$ cat config.mk
export PLATFORM = sky130hd
export DESIGN_NAME = stage_fetch1
export DESIGN_NICKNAME = d
export VERILOG_FILES = /design/src/rtl/stage_fetch1.sv
export SDC_FILE = /design/constraint.sdc
export NUM_CORES = 1
export LEC_CHECK = 0
export CORE_ASPECT_RATIO = 2
export CORE_UTILIZATION = 52
export CTS_CLUSTER_DIAMETER = 60
export DETAILED_ROUTE_END_ITERATION = 12
export MAX_ROUTING_LAYER = met4
export PLACE_DENSITY = 0.77
export SLEW_MARGIN = 30
export SYNTH_ARGS = -nofsm -noshare
export SYNTH_HDL_FRONTEND = slang
export SYNTH_SLANG_ARGS = --single-unit
$ cat constraint.sdc
create_clock -name clk -period 2.5 [get_ports clk]
set_input_delay 0.375 -clock clk [delete_from_list [all_inputs] [get_ports clk]]
set_output_delay 0.375 -clock clk [all_outputs]
set_load 0.03 [all_outputs]
$ cat src/rtl/stage_fetch1.sv
// Second fetch stage: pairs synchronous imem read data with the PC metadata captured at
// request time, buffers one instruction across decode stalls, squashes on redirect, predecodes.
module stage_fetch1 #(
    parameter int              XLEN      = 32,
    parameter logic [XLEN-1:0] NOP_INSTR = 32'h00000013
) (
    input  logic            clk,
    input  logic            rst,
    input  logic [XLEN-1:0] pcF0,
    input  logic [XLEN-1:0] pcPlus4F0,
    input  logic            bPredictedTakenF0,
    input  logic            imemRen,
    input  logic [XLEN-1:0] imemRdata,
    input  logic            stallD,
    input  logic            flush,
    output logic            stallF,
    output logic            validD,
    output logic [XLEN-1:0] instrD,
    output logic [XLEN-1:0] pcD,
    output logic [XLEN-1:0] pcPlus4D,
    output logic            bPredictedTakenD,
    output logic            isBranchD,
    output logic            isJalD,
    output logic            isJalrD,
    output logic [1:0]      fsm_state
);

    // Handshake: a request is accepted at any edge with imemRen=1 and flush=0; decode
    // accepts the D registers at any edge with stallD=0. stallF blocks new requests.
    localparam logic [1:0] IDLE = 2'd0;
    localparam logic [1:0] PEND = 2'd1;
    localparam logic [1:0] HOLD = 2'd2;

    logic [1:0]      state;
    logic [1:0]      state_nxt;

    logic [XLEN-1:0] pend_pc;
    logic [XLEN-1:0] pend_pc4;
    logic            pend_bp;

    logic            hold_valid;
    logic [XLEN-1:0] hold_instr;
    logic [XLEN-1:0] hold_pc;
    logic [XLEN-1:0] hold_pc4;
    logic            hold_bp;

    always_comb begin
        state_nxt = state;
        if (flush) begin
            state_nxt = IDLE;
        end else begin
            case (state)
                IDLE: state_nxt = imemRen ? PEND : IDLE;
                PEND: begin
                    if (stallD) state_nxt = HOLD;
                    else        state_nxt = imemRen ? PEND : IDLE;
                end
                HOLD: begin
                    if (!stallD) state_nxt = imemRen ? PEND : IDLE;
                end
                default: state_nxt = IDLE;
            endcase
        end
    end

    always_ff @(posedge clk or negedge rst) begin
        if (!rst) state <= IDLE;
        else      state <= state_nxt;
    end

    // Wrong-path requests issued alongside a redirect are never captured.
    always_ff @(posedge clk or negedge rst) begin
        if (!rst) begin
            pend_pc  <= '0;
            pend_pc4 <= '0;
            pend_bp  <= 1'b0;
        end else if (imemRen && !flush) begin
            pend_pc  <= pcF0;
            pend_pc4 <= pcPlus4F0;
            pend_bp  <= bPredictedTakenF0;
        end
    end

    always_ff @(posedge clk or negedge rst) begin
        if (!rst) begin
            hold_valid <= 1'b0;
            hold_instr <= NOP_INSTR;
            hold_pc    <= '0;
            hold_pc4   <= '0;
            hold_bp    <= 1'b0;
        end else if (flush) begin
            hold_valid <= 1'b0;
        end else if (state == PEND && stallD) begin
            hold_valid <= 1'b1;
            hold_instr <= imemRdata;
            hold_pc    <= pend_pc;
            hold_pc4   <= pend_pc4;
            hold_bp    <= pend_bp;
        end else if (state == HOLD && !stallD) begin
            hold_valid <= 1'b0;
        end
    end

    always_ff @(posedge clk or negedge rst) begin
        if (!rst) begin
            validD           <= 1'b0;
            instrD           <= NOP_INSTR;
            pcD              <= '0;
            pcPlus4D         <= '0;
            bPredictedTakenD <= 1'b0;
        end else if (flush) begin
            validD           <= 1'b0;
            instrD           <= NOP_INSTR;
            bPredictedTakenD <= 1'b0;
        end else if (!stallD) begin
            case (state)
                PEND: begin
                    validD           <= 1'b1;
                    instrD           <= imemRdata;
                    pcD              <= pend_pc;
                    pcPlus4D         <= pend_pc4;
                    bPredictedTakenD <= pend_bp;
                end
                HOLD: begin
                    validD           <= hold_valid;
                    instrD           <= hold_valid ? hold_instr : NOP_INSTR;
                    pcD              <= hold_pc;
                    pcPlus4D         <= hold_pc4;
                    bPredictedTakenD <= hold_valid & hold_bp;
                end
                default: begin
                    validD           <= 1'b0;
                    instrD           <= NOP_INSTR;
                    bPredictedTakenD <= 1'b0;
                end
            endcase
        end
    end

    assign stallF    = stallD | (state == HOLD);
    assign isBranchD = validD && (instrD[6:0] == 7'b1100011);
    assign isJalD    = validD && (instrD[6:0] == 7'b1101111);
    assign isJalrD   = validD && (instrD[6:0] == 7'b1100111);
    assign fsm_state = state;

endmodule

==> flow_summary_export.csv, run 1 <==
group,metric,value,unit
clocking,cts_setup_buffers,0,
final_layout,layout_common_cells,"dfrtp_1, clkdlybuf4s50_1, mux2_2",
placed_design,dp_hpwl,15.1,mm
final_layout,syn_to_final_growth,29.4,%
synth,synthesis.nets,917,
clocking,cts.htree.levels,1,
sta,finClkSkew,0.00774,ns
synth,synth_cell_types,32,
power_and_ir_drop,switching_share,28.4,%
clocking,cts_root_buf,"clkbuf_16",
run_status,status,"completed",
power_and_ir_drop,p_sw,0.00346,W
grt,grt_overflow,0,
clocking,clk_latency,0.50,ns
sta,setup-violations-final,0,
synth,postSynthCellCount,811,
sta,fin_ws,0.154,ns
sta,relSlewSlack,56.7,%
sta,worst_slew_pin_slew,0.650,ns
synth,synth_area_per_cell,13.2,um^2
floorplan,die_w,103,um
worst_hold_path,min_path_type,"in -> async",
synth,synth-async-reset-ratio,100,%
grt,grt_pass1_vias,7242,
floorplan,die_h,205,um
power_and_ir_drop,combPwrFrac,22.7,%
job,cap_violations,0,
route,drc,0,
worst_setup_path,crit_arrival,1.97,ns
synth,synth-seq-cells,263,
grt,antenna_found_initial,1,
worst_setup_path,crit_buf_inv,1,
final_layout,final_util,69.2,%
synth,ys.flop_type,"dfrtp_1",
floorplan,initial_utilization,53.4,%
power_and_ir_drop,pwr-share-clk,29.7,%
worst_setup_path,crit_family,"simple AND/OR/NAND/NOR gates",
floorplan,die-area,21200,um^2
power_and_ir_drop,powerDensity,881,nW/um^2
sta,finalHoldViolCount,0,
placed_design,place_congestion,0.757,
floorplan,fp-row-count,73,
floorplan,ioPinCount,206,
clocking,cts.sinks,263,
power_and_ir_drop,p_total,0.0122,W
synth,synth-edff-count,0,
worst_setup_path,cp_slowest_cell,"dfstp_2",
final_layout,num-fill-cells,1423,
power_and_ir_drop,leakagePower,5.86,nW
clocking,clockBufferDepth,3,
route,wl_per_cell,17.9,um
route,drt_iter0_drc,211,
worst_setup_path,startpoint_type,"flop",
sta,fin_worst_hold_slack,0.465,ns
power_and_ir_drop,peakVddDrop,703,uV
worst_setup_path,max_stage_delay,0.55,ns
synth,yosys_warnings,0,
route,avgViaCountPerCell,5.35,
sta,fmax,426,MHz
final_layout,nets,1108,
synth,synthesis.area,10700,um^2
route,antenna_left,0,
route,routed_wl,22.9,mm
placed_design,port_buffers,205,
route,vias,6858,
placed_design,dp_slack,0.209,ns
sta,fin_setup_tns,0,ns
sta,min_period_over_period,93.8,%
final_layout,final_common_cell,"dfrtp_1",
power_and_ir_drop,seqPwrFrac,47.6,%
final_layout,final_layout_size_suffix_gt1_share,22.9,%
sta,rsz0062_at_grt,"false",
worst_setup_path,worstPathMaxFanout,3,
worst_setup_path,cp-end-kind,"primary output",
clocking,numCtsBuffers,23,
worst_setup_path,cp_cell_sequence,"nand2_1 -> or4_1 -> nor2_1 -> buf_2",
clocking,cts_tree,"built",
worst_setup_path,critical_path_class,"reg -> out",
grt,grt_pass1_wl,36.8,mm
floorplan,core_area,20000,um^2
sta,period_needed,2.35,ns
power_and_ir_drop,p_int,0.00873,W
clocking,clk_pin_slew_worst_paths,0.07,ns
synth,ys_seq_area_share,61.6,%
route,first_pass_iters,4,
grt,gr-usage-all-layers,23.3,%
sta,drv_slew,0,
worst_setup_path,critPathRequiredTime,2.12,ns
grt,grt_max_degree,99,
[cell usage after synthesis (all sizes together), types with 2 or more instances]
master  instances  area, um^2
nand2         101         382
and2            2        12.5
inv             8        30.0
a221oi          3        38.8
buf            37         215
nand2b          4        25.0
dfrtp         257        6430
nand3           2        10.0
mux2          162        1820
mux2i          64         641
ha              4        50.1
dfstp           6         158
o21ai          97         485
nor2b           2        12.5
a22oi          30         225
clkbuf         18        68.8
nor2            2        7.51
a21oi           4        20.0
[cells by family (layout without fill, tap and decap cells)]
family,Yosys count,count (layout),share of synthesized area (%)
flops,263,263,61.6
fa+ha+maj,4,4,0.468
buf+inv,63,270,2.94
compound gates,136,136,7.34
mux,226,226,23.1
simple gates,119,119,4.56
other cells,0,1,0
[path summary, 6_finish.rpt]
check | depth (start not counted) | startpoint | to | slack [ns]
setup / recovery | 4 | instrD[0] | isBranchD | 0.15
hold / removal | 2 | rst | pend_pc[0] | 0.47
setup reg to reg | 6 | fsm_state[0] | pcPlus4D[26] | 0.34
hold reg to reg | 2 | instrD[1] | instrD[1] | 0.47
max in group asynchronous | 3 | rst | instrD[4] | 1.24
min in group clk | 2 | instrD[1] | instrD[1] | 0.47
[through the flow]
step                      cell area, um^2  instances
after global routing                13800       1281
after CTS                           13800       1280
after global placement              13100       1238
final                               13800       1281
after detailed placement            13100       1238
after floorplan                     10700        811
[metal layers]
| metal | vias up | track usage [%] | part of all wire (%) |
|---|---|---|---|
| met5 | - | - | 0 |
| met1 | 3438 | 26.3 | 38 |
| met4 | 0 | 8.65 | 3.0 |
| li1 | 3207 | - | - |
| met3 | 42 | 3.17 | 4.7 |
| met2 | 171 | 41.0 | 55 |
[power groups by stage]
stage                     logic (W)  clock network, W  registers, W
after floorplan             0.00101                 0       0.00637
after global placement      0.00273                 0       0.00583
after detailed placement    0.00280                 0       0.00588
after CTS                   0.00281           0.00373       0.00581
after global routing        0.00298           0.00386       0.00593
final                       0.00277           0.00362       0.00580
[timing repair]
| item | in CTS | in global routing |
|---|---|---|
| hold buffers | 1 | 0 |
| endpoints found under the hold margin | 74 | 0 |
| endpoints found under the setup margin | 2 | 3 |
| resized for setup | 6 | 5 |
[sequential cells by signal (all words and copies together), names as in the netlist, 2 cells and up]
| register | count |
|---|---|
| pend_pc | 32 |
| fsm_state | 2 |
| hold_pc4 | 32 |
| pend_pc4 | 32 |
| pcD | 32 |
| pcPlus4D | 32 |
| instrD | 32 |
| hold_instr | 32 |
| hold_pc | 32 |
[worst reg2reg max path, delay by kind of cell (launching register included)]
family	cells	cell delay, ns
and+or+nand+nor	2	0.74
AOI/OAI and AO/OA	1	0.09
DFF	1	0.43
adders and majority gates	1	0.32
buffers and inverters	2	0.43
[cell type report]
class	instances	area (um^2)	share of cell area [%]
Sequential cell	263	6590	47.6
Antenna cell	1	2.50	0.0181
Tap cell	262	328	2.37
Timing Repair Buffer	221	2290	16.6
Multi-Input combinational cell	485	3820	27.6
Inverter	8	30.0	0.217
Clock buffer	28	624	4.51
Clock inverter	13	148	1.07
No activity file was read; power rests on OpenSTA's default activity.
==> run 2, diff against run 1 <==
--- a/config.mk
+++ b/config.mk
@@ -5,6 +5,7 @@
 export SDC_FILE = /design/constraint.sdc
 export NUM_CORES = 1
 export LEC_CHECK = 0
+export CAP_MARGIN = 20
 export CORE_ASPECT_RATIO = 2
 export CORE_UTILIZATION = 52
 export CTS_CLUSTER_DIAMETER = 60
==> results of run 2 <==
Same layout as run 1: the final DEF is identical, and so are final timing and power.
